===== src/rtl/uart_pkg.sv =====
`default_nettype none
// ============================================================================
// Module   : uart_pkg
// Purpose  : Shared widths, default line terminator and arbiter state codes.
// Revision : 1.0 - initial release
// ============================================================================
package uart_pkg;
  localparam int         UART_DATA_W = 8;
  localparam int         UART_REG_W  = 32;
  localparam logic [7:0] DEFAULT_EOL = 8'h0A;

  typedef enum logic [1:0] {
    IDLE = 2'd0,
    LOCK = 2'd1,
    SEND = 2'd2
  } state_e;
endpackage
`default_nettype wire


===== src/rtl/uart_tx_arbiter_rr_pick.sv =====
`default_nettype none
// ============================================================================
// Module   : rr_pick
// Purpose  : Combinational round-robin picker; searches upward from last+1.
// Revision : 1.0 - initial release
// ============================================================================
module rr_pick #(
  parameter int N  = 2,
  parameter int IW = (N > 1) ? $clog2(N) : 1
) (
  input  logic [N-1:0]  req,
  input  logic [IW-1:0] last,
  output logic [N-1:0]  grant_oh,
  output logic [IW-1:0] grant_idx
);
  logic w_found;

  always_comb begin
    grant_oh  = '0;
    grant_idx = last;
    w_found   = 1'b0;
    // Offset 1..N wraps back to last itself, so a lone requester is re-picked.
    for (int k = 1; k <= N; k++) begin
      for (int i = 0; i < N; i++) begin
        if (!w_found && (i == (int'(last) + k) % N) && req[i]) begin
          w_found     = 1'b1;
          grant_oh[i] = 1'b1;
          grant_idx   = IW'(i);
        end
      end
    end
  end
endmodule
`default_nettype wire


===== src/rtl/uart_tx_arbiter.sv =====
`default_nettype none
// ============================================================================
// Module   : uart_tx_arbiter
// Purpose  : Line-atomic round-robin sharing of the UART data write port.
// Revision : 1.0 - initial release
// ============================================================================
module uart_tx_arbiter
  import uart_pkg::*;
#(
  parameter int         NUM_REQ      = 2,
  parameter logic [7:0] EOL_CHAR     = DEFAULT_EOL,
  parameter int         BURST_MAX    = 64,
  parameter int         IDLE_TIMEOUT = 255,
  parameter int         GW           = (NUM_REQ > 1) ? $clog2(NUM_REQ) : 1
) (
  input  logic                           clk,
  input  logic                           resetn,
  input  logic [NUM_REQ-1:0]             req_valid,
  input  logic [UART_DATA_W*NUM_REQ-1:0] req_data,
  output logic [NUM_REQ-1:0]             req_ready,
  output logic                           uart_dat_we,
  output logic [UART_REG_W-1:0]          uart_dat_di,
  input  logic                           uart_dat_wait,
  output logic                           grant_valid,
  output logic [GW-1:0]                  grant_id
);
  localparam logic [1:0] ST_IDLE = IDLE;
  localparam logic [1:0] ST_LOCK = LOCK;
  localparam logic [1:0] ST_SEND = SEND;
  // Unlimited bursts still need a counter; it saturates rather than wraps.
  localparam int BW = (BURST_MAX > 0) ? $clog2(BURST_MAX + 1) : 8;
  localparam int TW = $clog2(IDLE_TIMEOUT + 1);

  logic [1:0]             r_state;
  logic [GW-1:0]          r_grant_id;
  logic                   r_grant_valid;
  logic [BW-1:0]          r_burst_cnt;
  logic [TW-1:0]          r_idle_cnt;
  logic [UART_DATA_W-1:0] r_byte;
  logic                   r_we;

  logic [NUM_REQ-1:0]     w_pick_oh;
  logic [GW-1:0]          w_pick_idx;
  logic                   w_owner_valid;
  logic [UART_DATA_W-1:0] w_owner_byte;
  logic [BW-1:0]          w_burst_next;
  logic                   w_release;

  rr_pick #(.N(NUM_REQ), .IW(GW)) u_pick (
    .req       (req_valid),
    .last      (r_grant_id),
    .grant_oh  (w_pick_oh),
    .grant_idx (w_pick_idx)
  );

  always_comb begin
    w_owner_valid = 1'b0;
    w_owner_byte  = '0;
    req_ready     = '0;
    for (int i = 0; i < NUM_REQ; i++) begin
      if (r_grant_id == GW'(i)) begin
        w_owner_valid = req_valid[i];
        w_owner_byte  = req_data[i*UART_DATA_W +: UART_DATA_W];
        req_ready[i]  = (r_state == ST_LOCK);
      end
    end
  end

  assign w_burst_next = (r_burst_cnt == '1) ? r_burst_cnt : r_burst_cnt + 1'b1;
  assign w_release    = (r_byte == EOL_CHAR) ||
                        ((BURST_MAX != 0) && (r_burst_cnt == BW'(BURST_MAX)));

  always_ff @(posedge clk or negedge resetn) begin
    if (!resetn) begin
      r_state       <= ST_IDLE;
      r_grant_id    <= GW'(NUM_REQ - 1);
      r_grant_valid <= 1'b0;
      r_burst_cnt   <= '0;
      r_idle_cnt    <= '0;
      r_byte        <= '0;
      r_we          <= 1'b0;
    end else begin
      case (r_state)
        ST_IDLE: begin
          if (|w_pick_oh) begin
            r_grant_id    <= w_pick_idx;
            r_grant_valid <= 1'b1;
            r_burst_cnt   <= '0;
            r_idle_cnt    <= '0;
            r_state       <= ST_LOCK;
          end
        end
        ST_LOCK: begin
          if (w_owner_valid) begin
            r_byte      <= w_owner_byte;
            r_burst_cnt <= w_burst_next;
            r_we        <= 1'b1;
            r_state     <= ST_SEND;
          end else if (r_idle_cnt == TW'(IDLE_TIMEOUT - 1)) begin
            r_grant_valid <= 1'b0;
            r_state       <= ST_IDLE;
          end else begin
            r_idle_cnt <= r_idle_cnt + 1'b1;
          end
        end
        ST_SEND: begin
          if (!uart_dat_wait) begin
            r_we <= 1'b0;
            if (w_release) begin
              r_grant_valid <= 1'b0;
              r_state       <= ST_IDLE;
            end else begin
              r_idle_cnt <= '0;
              r_state    <= ST_LOCK;
            end
          end
        end
        default: r_state <= ST_IDLE;
      endcase
    end
  end

  assign uart_dat_we = r_we;
  assign uart_dat_di = {{(UART_REG_W - UART_DATA_W){1'b0}}, r_byte};
  assign grant_valid = r_grant_valid;
  assign grant_id    = r_grant_id;
endmodule
`default_nettype wire


===== config.mk =====
export PLATFORM = sky130hd
export DESIGN_NAME = uart_tx_arbiter
export DESIGN_NICKNAME = d
export VERILOG_FILES = /design/src/rtl/uart_pkg.sv /design/src/rtl/uart_tx_arbiter_rr_pick.sv /design/src/rtl/uart_tx_arbiter.sv
export SDC_FILE = /design/constraint.sdc
export NUM_CORES = 1
export LEC_CHECK = 0
export BUFFER_PORTS_ARGS = -buffer_cell sky130_fd_sc_hd__clkbuf_2
export CAP_MARGIN = 10
export CORE_UTILIZATION = 55
export DETAILED_ROUTE_END_ITERATION = 16
export PLACE_DENSITY_LB_ADDON = 0.2
export SLEW_MARGIN = 20
export SYNTH_ARGS = -nofsm -noshare
export SYNTH_HDL_FRONTEND = slang
export SYNTH_SLANG_ARGS = --single-unit

===== constraint.sdc =====
create_clock -name clk -period 5.6 [get_ports clk]
set_input_delay 0.28 -clock clk [delete_from_list [all_inputs] [get_ports clk]]
set_output_delay 0.28 -clock clk [all_outputs]
set_load 0.05 [all_outputs]

After elaboration in Yosys (flattened, before gate mapping). Index checks and enable logic that the tools add are counted.

Add/subtract/negate cells: 4. Equality and inequality tests: 18. Muxes and demuxes: 39. Bitwise gates (word level): 2. Reductions and logical operators: 26.

Operators by type and width (number): zero test 32 bit (2); two-way mux 8 bit (6); case mux 8 bit (3 select lines) (1); two-way mux 1 bit (21); two-way mux 7 bit (3); inequality test 2 bit (second input constant) (8); == test 7 bit (second input constant) (2); case mux 7 bit (2 select lines) (1); AND reduction 6 bit (2); AND reduction 3 bit (3); adder 8 x 1 -> 8 bit (second input constant) (1); == test 8 x 4 -> 1 bit (second input constant) (1); == test 8 bit (second input constant) (1); two-way mux 2 bit (4); adder 7 x 1 -> 7 bit (second input constant) (1); logical AND 1 bit (7); case mux 2 bit (3 select lines) (1); == test 2 bit (first input constant) (2); AND reduction 4 bit (1); nonzero test 2 bit (2); nonzero test 4 bit (1); zero test 1 bit (3); inequality test 3 x 2 -> 1 bit (second input constant) (1); case mux 1 bit (3 select lines) (1); other kinds (11) (13).

Register bits: 28. Input bits: 21. Output and inout port bits: 37. Word-level logic and storage cells: 96.

Logic depth before layout (Yosys ltp). Gate-level depths: netlist of the first run.

Word-level depth: 20. Gate-level depth with buffers: 7.

By module. From an unflattened synthesis of the first run, not the netlist that was laid out.

Cells, all modules: 221. Area total of the unflattened synthesis: 1959.4 um2.

Modules (own cells, without submodules): uart_tx_arbiter (instances 1, cells each 216, area an instance 1930.6 um2, sequential area each 701.9 um2); rr_pick (instances 1, cells each 5, area an instance 28.8 um2, sequential area each 0.0 um2).

Worst setup path before layout of the first run. No wires, ideal clock.

Path kind: register -> output. Start: register r_grant_id (netlist: grant_id). End: output port req_ready[1]. Arrival: 1.722 ns. Data required time: 5.320 ns. Slack: 3.598 ns. Cell stages (with the launch flop): 4. Buffers on the path: 2. Cells stage by stage: dfstp_2 buf_6 clkbuf_1 and2_1.

Cells in the longest elaborated chain, start to end: 1.

Ends and longest elaborated chain: start, declared (RTL line uart_tx_arbiter.sv:35) `logic [GW-1:0] r_grant_id;`; start signal, assigned (RTL line uart_tx_arbiter.sv:76) `r_grant_id <= GW'(NUM_REQ - 1);`; start signal, assigned (RTL line uart_tx_arbiter.sv:86) `r_grant_id <= w_pick_idx;`; two-way mux 1 bit (RTL line uart_tx_arbiter.sv:61) `if (r_grant_id == GW'(i)) begin`; end, declared (RTL line uart_tx_arbiter.sv:20) `output logic [NUM_REQ-1:0] req_ready,`.

No other way between the ends.

Final worst setup path of the first run.
Start: register r_state[1]. End: output port req_ready[0].

Cells in the longest elaborated chain, start to end: 2.

Ends and longest elaborated chain: start, declared (RTL line uart_tx_arbiter.sv:34) `logic [1:0] r_state;`; start signal, assigned (RTL line uart_tx_arbiter.sv:75) `r_state <= ST_IDLE;`; start signal, assigned (RTL line uart_tx_arbiter.sv:90) `r_state <= ST_LOCK;`; start signal, assigned (RTL line uart_tx_arbiter.sv:98) `r_state <= ST_SEND;`; == test 2 x 1 -> 1 bit (RTL line uart_tx_arbiter.sv:64) `req_ready[i] = (r_state == ST_LOCK);`; two-way mux 1 bit (RTL line uart_tx_arbiter.sv:61).

No other way between the ends.

==> results of run 1 <==
final cells by class:
type / instances / area (sq um)
tap: 44 / 55.1
multi-input combinational: 148 / 1000
timing repair buffer: 34 / 175
clock buffer: 4 / 36.3
fill: 295 / 1120
sequential: 28 / 702
inverter: 16 / 60.1
logic make-up after synthesis:
logic type / after synthesis
muxes: 13
AOI/OAI and AO/OA: 55
other: 1
buffers and inverters: 46
DFF: 28
and+or+nand+nor: 48
adders and majority gates: 8
synth_stat cells, types with 2 or more instances:
cell type,number
a211o_1,2
a22o_1,2
clkbuf_1,4
o31ai_1,4
mux2i_1,11
a211oi_1,2
inv_1,16
o221ai_1,3
o211ai_1,2
a2111oi_0,3
a21oi_1,5
a22oi_1,2
nor4bb_1,2
or4_1,3
a2bb2oi_1,4
nor2_1,5
o21ai_0,15
o41ai_1,2
dfrtp_1,27
nand2_1,22
buf_4,24
ha_1,8
and2_1,2
nor3_1,2
nand3_1,7
layer usage:
metal / vias up / GRT usage, % / share of wire (%)
met5: - / 0 / 0
met4: 0 / 7.14 / 0.76
li1: 736 / - / -
met3: 2 / 2.77 / 4.7
met1: 717 / 29.6 / 44
met2: 47 / 36.1 / 51
placed cells by master, fill, tap and decap left out, types with 2 or more instances in the layout:
cell type and count:
dfrtp_1 27, o211ai_1 2, o41ai_1 2, a21oi_1 5
conb_1 24, inv_1 16, and2_1 2, clkbuf_2 33
or4_1 3, nand2_1 22, a22o_1 2, a211o_1 2
a2111oi_0 3, ha_1 8, mux2i_1 11, o21ai_0 15
a2bb2oi_1 4, clkbuf_4 3, nor2_1 5, a211oi_1 2
nor3_1 2, nand3_1 7, nor4bb_1 2, o221ai_1 3
a22oi_1 2, o31ai_1 4
per-stage QoR:
step | power, mW | setup slack [ps] | hold WS, ps | area [sq um]
after floorplan | 0.804 | 3600 | -15.6 | 1970
after global placement | 0.899 | 3530 | 353 | 1980
after detailed placement | 0.907 | 3460 | 354 | 1980
after CTS | 1.00 | 3220 | 201 | 2030
after global routing | 1.07 | 3060 | 193 | 2030
final | 0.996 | 3240 | 210 | 2030
power by group:
| group | switching (mW) | internal, mW | leakage (nW) |
|---|---|---|---|
| sequential | 0.0732 | 0.266 | 0.363 |
| clock | 0.0553 | 0.0397 | 0.0210 |
| combinational | 0.396 | 0.167 | 0.576 |
worst paths after layout:
kind                              start       endpoint  slack [ps]  depth (start not counted)
min in group asynchronous        resetn  r_idle_cnt[5]         510                          2
min reg2reg                   r_byte[0]      r_byte[0]         520                          2
min                        req_valid[0]       grant_id         210                          2
max in group asynchronous        resetn      r_byte[5]        4650                          2
max                          r_state[1]   req_ready[0]        3240                          5
max reg2reg                  r_state[1]  r_idle_cnt[1]        3420                          5
state kept, by name, indices dropped and copies added (netlist names):
name,flops
r_state,2
r_idle_cnt,8
grant_valid,1
r_byte,8
grant_id,1
r_burst_cnt,7
uart_dat_we,1
repair_timing:
action / 4_1_cts / 5_1_grt
hold endpoints to repair: 27 / 0
gates resized for setup: 0 / 0
hold buffers: 1 / 0
==> out/metrics.yaml, run 1 <==
status:
  status: "finished clean"
yosys:
  synth_top_family_by_area: "compound AO/OA/AOI/OAI gates"
  synth_area_leaders: "dfrtp_1 (36%), buf_4 (9.5%), mux2i_1 (5.8%)"
  async_flop_share_pct: 100
  synthXorXnorAreaFrac_pct: 0
  synthAdderAreaFrac_pct: 5.30
  synth_seq_cells: 28
  netlist_instances: 199
  synth_edf_count: 0
  yosysTopAreaCell: "dfrtp_1"
  ys_seq_area_share_pct: 37.2
  synth-compound-area-share_pct: 22.1
  ys_types: 45
  ys_warn_count: 0
  muxShareOfSynthArea_pct: 7.82
  synth-main-ff-cell: "dfrtp_1"
  syn_area_sq_um: 1890
  synth_simple_gate_area_share_pct: 13.0
  syn_area_per_cell_sq_um: 9.49
  synth.top_cell.area_share_pct: 35.8
routing:
  dr.pass1.iters: 4
  vias_per_cell: 5.48
  wirelength_um: 3540
  first_iter_violations: 78
  detail-route-antenna-nets: 0
  wl_per_cell_um: 12.9
  drc: 0
  via_count: 1502
placed_design:
  gp_congestion: 0.819
  portBuffers: 33
  place_hpwl_um: 2680
  placed_cells_incl_taps: 269
floorplan:
  io_pins: 58
  die_width_um: 60.6
  die_area_sq_um: 3670
  die_y_um: 60.6
  core_sq_um: 3150
  initial_core_util_pct: 59.9
  rows: 20
clocking:
  cts_tree: "yes"
  clkLatencyLatePin_ps: 310
  htree_num_levels: 1
  postCtsSetupBuffers: 0
  cts.sinks: 28
  clockBufferDepth: 2
  cts-root-buf: "clkbuf_4"
  clkTransAtPathRegs_ps: 140
  cts_buffers: 3
worst_setup_path:
  crit_required_ps: 5320
  worstSetupPathType: "reg -> out"
  critPathBufInv: 3
  cp_slowest_stage_delay_ps: 500
  critPathTopFamily: "buffers and inverters"
  worstPathArrival_ps: 2080
  start_kind: "flip-flop"
  path_cells: "inv_1 -> ha_1 -> inv_1 -> nor2_1 -> clkbuf_2"
  critPathCaptureType: "output pin"
  cp_common_cell: "inv_1"
  cp_max_fo: 15
  cpMaxStageDelayCell: "ha_1"
sta:
  slew_headroom_pct: 55.2
  slew_violations: 0
  setup_viol: 0
  fmaxAchievable_ghz: 0.423
  finalCritPeriodShare_pct: 42.2
  tns_ps: 0
  grt_setup_unrepaired: "false"
  post-route-min-period_ps: 2360
  hold_viol: 0
  finalClockSkew_ps: 2.48
  tightestPinTransition_ps: 672
pwr:
  p_per_area_nw_per_um2: 491
  max-vdd-ir-drop_v: 0.000241
  leakage_nw: 0.960
grt:
  grt_pass1_wl_um: 6020
  grt_pass1_vias: 1360
  grt_overflow: 0
  grt_max_degree: 29
  antenna_found_initial: 0
  grt_use_total_pct: 21.8
finish:
  antenna_cells: 0
  final_core_util_pct: 64.4
  layout-drive-gt1-share_pct: 20.0
  fin_nets: 260
  stdcell_count: 274
  areaGrowthSynthToFinish_pct: 7.49
flow_run:
  cap_violations: 0
hold_path:
  hold_path.class: "in -> reg"
Note: power is estimated with default switching activity, not from simulation.
==> run 2, diff against run 1 <==
Settings changed: CORE_UTILIZATION 55 to 51.
Clock period 5.6 ns to 2.4 ns, I/O delays scaled along.
==> run 2 against run 1 <==
Critical path type is now reg -> reg. Largest power group unchanged. Global-route usage decreased by 0.93 points. Clock skew increased by 4.2 ps. Final cell count increased by 2.2%. Combinational power increased by 140%. Non-clock buffer count increased by 4. Flip-flop and latch count unchanged. First-iteration DRC count increased by 24%. Utilization decreased by 3.4 points. Total power increased to 2.5 times the previous value.
==> out/metrics.yaml, run 2 (synthesis results as in run 1) <==
clocking:
  clkLatencyLatePin_ps: 280  # -30 ps
  cts_buffers: 3  # unchanged
  clockBufferDepth: 2  # unchanged
  cts-root-buf: "clkbuf_8"
  cts_tree: "yes"
  htree_num_levels: 1  # unchanged
  cts.sinks: 28  # unchanged
  clkTransAtPathRegs_ps: 100  # -40 ps
worst_setup_path:
  cp_common_cell: "inv_1"
  reg2reg_depth: 5  # unchanged
  cp_max_fo: 9  # -6
  crit_required_ps: 2600  # -2720 ps
  rrSetupSlack_ps: 390  # -3030 ps
  path_cells: "inv_1 -> ha_1 -> inv_1 -> or4_1 -> o221ai_1"
  critPathCaptureType: "flip-flop"
  start_kind: "flip-flop"
  cpMaxStageDelayCell: "or4_1"
  timing.rr.start: "r_state[1]"
  worstPathArrival_ps: 2210  # +130 ps
  cp_slowest_stage_delay_ps: 560  # +60 ps
  r2r-end: "r_idle_cnt[1]"
  worstSetupPathType: "reg -> reg"
finish:
  areaGrowthSynthToFinish_pct: 11.1
  antenna_cells: 0  # unchanged
  fin_nets: 264  # +1.5%
  layout-drive-gt1-share_pct: 21.4  # +1.4 points
  final_cell_mix: "clkbuf_2 (33), dfrtp_1 (27), conb_1 (24)"
  reg.largest.list: "r_byte (8), r_idle_cnt (8), r_burst_cnt (7)"
  final_common_cell: "clkbuf_2"
  finish.instance_area_sq_um: 2100  # +3.3%
hold_path:
  whs_endpoint: "grant_id"
  hold_path.class: "in -> reg"
  worstHoldStart: "req_valid[0]"
  min_path_cells: 2  # unchanged
sta:
  tns_ps: 0  # unchanged
  setup_viol: 0  # unchanged
  slew_violations: 0  # unchanged
  fmaxAchievable_ghz: 0.496
  finalClockSkew_ps: 6.64  # +4.16 ps
  tightestPinTransition_ps: 685  # +12.8 ps
  post-route-min-period_ps: 2010
  finalCritPeriodShare_pct: 83.9
  grt_setup_unrepaired: "false"
  hold_viol: 0  # unchanged
  slew_headroom_pct: 54.3  # -0.85 points
floorplan:
  die_width_um: 62.8  # +3.7%
  initial_core_util_pct: 54.9  # -5.0 points
  io_pins: 58  # unchanged
  die_y_um: 62.8  # +3.7%
  die_area_sq_um: 3950  # +7.6%
  core_sq_um: 3440  # +9.2%
  rows: 21  # +5.0%
grt:
  grt_pass1_vias: 1441  # +6.0%
  grt_use_total_pct: 20.8  # -0.93 points
  grt_max_degree: 29  # unchanged
  antenna_found_initial: 0  # unchanged
  grt_pass1_wl_um: 6610  # +9.7%
  grt_overflow: 0  # unchanged
placed_design:
  place_hpwl_um: 2760  # +3.2%
  gp_congestion: 0.835  # +2.0%
  portBuffers: 33  # unchanged
  dpl_cell_area_sq_um: 2020  # +1.6%
routing:
  first_iter_violations: 97  # +24%
  detail-route-antenna-nets: 0  # unchanged
  wl_per_cell_um: 13.0  # +0.95%
  dr.pass1.iters: 5  # +1
  wirelength_um: 3650  # +3.2%
  via_count: 1512  # +0.67%
  drc: 0  # unchanged
  vias_per_cell: 5.40  # -1.5%
pwr:
  max-vdd-ir-drop_v: 0.000796  # +230%
  leakage_nw: 0.994  # +3.6%
  p_per_area_nw_per_um2: 1200  # +140%
status:
  status: "finished clean"
flow_run:
  cap_violations: 0  # unchanged
==> run 2: changes by cell type in the layout (fill, tap and decap cells not counted), sizes merged <==
cell / delta
buf: +4
bufinv: +1
clkbuf: -1
==> run 2: through the flow <==
stage | power, mW | cells | setup WS [ps] | hold WS (ps) | util (%)
floorplan | 1.88 | 222 | 500 | -176 | -
global route | 2.71 | 280 | 207 | 75.5 | 60.9
finish | 2.52 | 280 | 385 | 96.6 | 60.9
global placement | 2.15 | 275 | 439 | 207 | 58.6
detailed placement | 2.16 | 275 | 409 | 205 | 58.6
CTS | 2.54 | 280 | 369 | 85.1 | 60.9
==> run 2: what timing repair did <==
item | in CTS | in global routing
hold buffers | 1 | 0
hold endpoints to repair | 27 | 0
setup buffers | 0 | 0
resized for setup | 0 | 0
==> run 2: how the worst max path moves through the flow <==
stage | startpoint | to | slack (ps) | cells past startpoint
4_1_cts | r_state[1] | req_ready[0] | 370 | 5
5_1_grt | r_state[1] | r_idle_cnt[6] | 210 | 6
2_1_floorplan | grant_id | r_idle_cnt[0] | 500 | 5
3_3_place_gp | r_state[1] | r_burst_cnt[1] | 440 | 6
3_5_place_dp | r_state[1] | r_idle_cnt[1] | 410 | 5
6_report | r_state[1] | r_idle_cnt[1] | 390 | 5
==> run 2: routing by layer <==
| metal | GRT usage [%] | wire [um] |
|---|---|---|
| met1 | 27.4 | 1620 |
| met2 | 35.7 | 1790 |
| met3 | 4.01 | 217 |
| met4 | 3.49 | 23 |
| met5 | 0 | 0 |
==> run 2: worst max-delay path, delay by kind of cell (launching register included) <==
kind                     cells  cell delay [ps]
adder cells (fa/ha/maj)      1              390
AO/OA/AOI/OAI                1              180
flip-flops                   1              430
AND/OR/NAND/NOR              1              560
buffers and inverters        2              360
==> run 2: where the power goes <==
group          switching (mW)  internal, mW  leakage (nW)  total [mW]
Sequential              0.154         0.620         0.363       0.774
Clock                   0.150         0.223        0.0357       0.373
Combinational           0.955         0.419         0.596        1.37
Total                    1.26          1.26         0.994        2.52
==> run 2: area by class of cell <==
class	instances	area (sq um)
Clock buffer	3	41.3
Clock inverter	1	30.0
Tap cell	46	57.6
Multi-Input combinational cell	148	1000
Fill cell	321	1350
Sequential cell	28	702
Inverter	16	60.1
Timing Repair Buffer	38	205
==> run 3, diff against run 2 <==
Clock period 2.4 ns to 2.07 ns, I/O delays scaled along.
==> run 3 against run 2 <==
Worst hold slack got worse by 15 ps. Flip-flop and latch count did not move. Combinational power rose by 21%. Clock power rose by 18%. Non-clock buffer count rose by 1. Global-route usage rose by 0.25 points. Maximum frequency rose by 4.0%. Largest power group unchanged. Highest routed layer unchanged.
==> out/metrics.yaml, run 3 (synthesis results as in run 1) <==
status:
  status: "finished clean"
clocking:
  clockBufferDepth: 2  # unchanged
  cts_buffers: 3  # unchanged
  clkLatencyLatePin_ps: 280  # about the same
  htree_num_levels: 1  # unchanged
  cts.sinks: 28  # unchanged
  clkTransAtPathRegs_ps: 100  # about the same
  postCtsSetupBuffers: 0  # unchanged
  cts-root-buf: "clkbuf_8"
  cts_tree: "yes"
routing:
  first_iter_violations: 118  # +22%
  drc: 0  # unchanged
  vias_per_cell: 5.36  # -0.82%
  detail-route-antenna-nets: 0  # unchanged
  dr.pass1.iters: 4  # -1
  wirelength_um: 3870  # +5.9%
  wl_per_cell_um: 13.8  # +5.5%
  via_count: 1505  # -0.46%
pwr:
  power_frac_comb_pct: 55.9  # +1.4 points
  p_switching_mw: 1.49  # +18%
  intPower_mw: 1.48  # +17%
  leakage_nw: 1.00  # +0.54%
  max-vdd-ir-drop_v: 0.00102  # +28%
  clockPowerShare_pct: 14.8  # about the same
  p_per_area_nw_per_um2: 1400  # +17%
  switching_share_pct: 50.1  # +0.15 points
  p_seq_share_pct: 29.3  # -1.4 points
  fin_total_pwr_mw: 2.96  # +18%
worst_setup_path:
  startpoint: "r_state[1]"
  worstSetupPathType: "reg -> reg"
  timing.rr.start: "r_state[1]"
  path_cells: "inv_1 -> ha_1 -> or3b_2 -> o211ai_4 -> a21oi_2 -> o221ai_1"
  start_kind: "flip-flop"
  worstPathArrival_ps: 2130  # -80 ps
  cp_max_fo: 10  # +1
  cp_slowest_stage_delay_ps: 520  # -40 ps
  cpMaxStageDelayCell: "or3b_2"
  endpoint: "r_idle_cnt[1]"
  critPathTopFamily: "compound AO/OA/AOI/OAI gates"
  crit_required_ps: 2260  # -340 ps
  critPathCaptureType: "flip-flop"
  r2r-end: "r_idle_cnt[1]"
  critical_path_depth: 6  # +1
  reg2reg_depth: 6  # +1
  critPathBufInv: 1  # -1
  rrSetupSlack_ps: 130  # -250 ps
finish:
  reg.largest.list: "r_byte (8), r_idle_cnt (8), r_burst_cnt (7)"
  final_common_cell: "clkbuf_2"
  final_core_util_pct: 61.4  # +0.44 points
  areaGrowthSynthToFinish_pct: 11.9
  layout-drive-gt1-share_pct: 22.1  # +0.76 points
  final_cell_mix: "clkbuf_2 (33), dfrtp_1 (27), conb_1 (24)"
  antenna_cells: 0  # unchanged
  fin_nets: 265  # +0.38%
placed_design:
  portBuffers: 33  # unchanged
  place_hpwl_um: 2890  # +4.7%
  gp_congestion: 0.810  # -2.9%
floorplan:
  io_pins: 58  # unchanged
  die_area_sq_um: 3950  # unchanged
  die_width_um: 62.8  # unchanged
  rows: 21  # unchanged
  die_y_um: 62.8  # unchanged
  initial_core_util_pct: 54.9  # unchanged
  core_sq_um: 3440  # unchanged
sta:
  tightestPinTransition_ps: 722  # +36.9 ps
  slew_violations: 0  # unchanged
  hold_viol: 0  # unchanged
  setup_viol: 0  # unchanged
  slew_headroom_pct: 51.9  # -2.5 points
  finalCritPeriodShare_pct: 93.6  # +9.7 points
  post-route-min-period_ps: 1940  # -76.8 ps
  finalClockSkew_ps: 1.87  # -4.77 ps
  fmaxAchievable_ghz: 0.516  # +4.0%
grt:
  grt_pass1_wl_um: 6530  # -1.1%
  grt_use_total_pct: 21.1  # +0.25 points
  grt_pass1_vias: 1430  # -0.76%
  antenna_found_initial: 0  # unchanged
  grt_max_degree: 29  # unchanged
  grt_overflow: 0  # unchanged
hold_path:
  hold_path.class: "in -> reg"
  min_path_cells: 2  # unchanged
flow_run:
  cap_violations: 0  # unchanged
run 3: cell types whose count changed in the layout (fill, tap and decap cells not counted):
cell and delta:
buf_4 +1, a2111oi_1 +1, nor4bb_1 -1, nor4bb_2 +1, a2111oi_0 -1
run 3: stage by stage:
| step | cells | setup TNS [ps] | instance area [sq um] | worst slack (ps) | hold WS, ps |
|---|---|---|---|---|---|
| after floorplan | 222 | 0 | 1970 | 170 | -192 |
| after global placement | 276 | 0 | 2020 | 123 | 190 |
| after detailed placement | 276 | 0 | 2020 | 123 | 189 |
| after CTS | 281 | 0 | 2100 | 108 | 78.6 |
| after global routing | 281 | -3.76 | 2110 | -3.76 | 74.4 |
| final | 281 | 0 | 2110 | 132 | 81.3 |
run 3: worst min-delay path by stage:
stage                       from           to
finish              req_valid[0]     grant_id
detailed placement        resetn  uart_dat_we
floorplan                 resetn  grant_valid
global placement          resetn  uart_dat_we
CTS                 req_valid[0]     grant_id
global route        req_valid[0]     grant_id
run 3: worst register-to-register path, stage by stage (launching register included):
cell and delay [ps]:
dfrtp_1 430, inv_1 110, ha_1 260, or3b_2 520, o211ai_4 180, a21oi_2 150, o221ai_1 210
run 3: power by group through the flow:
stage	sequential (mW)	combinational (mW)	clock (mW)
floorplan	1.20	0.974	0
global placement	0.878	1.62	0
detailed placement	0.878	1.65	0
CTS	0.869	1.66	0.448
global route	0.898	1.79	0.470
finish	0.869	1.66	0.440
run 3: per-layer routing:
layer | track usage, % | up-vias | part of all wire [%]
li1 | - | 744 | -
met1 | 26.5 | 705 | 45
met2 | 35.1 | 52 | 49
met3 | 4.56 | 4 | 5.6
met5 | 0 | - | 0
met4 | 8.14 | 0 | 0.96
run 3: repair_timing:
action / in CTS / in global routing
hold buffers: 1 / 0
setup endpoints to repair: 0 / 4
resized for setup: 0 / 2
hold endpoints to repair: 27 / 0
run 3: final cells by class:
| class | instances | area [sq um] |
|---|---|---|
| Timing Repair Buffer | 39 | 213 |
| Clock buffer | 3 | 41.3 |
| Multi-Input combinational cell | 148 | 1010 |
| Clock inverter | 1 | 30.0 |
| Fill cell | 305 | 1330 |
| Inverter | 16 | 60.1 |
| Sequential cell | 28 | 702 |
| Tap cell | 46 | 57.6 |
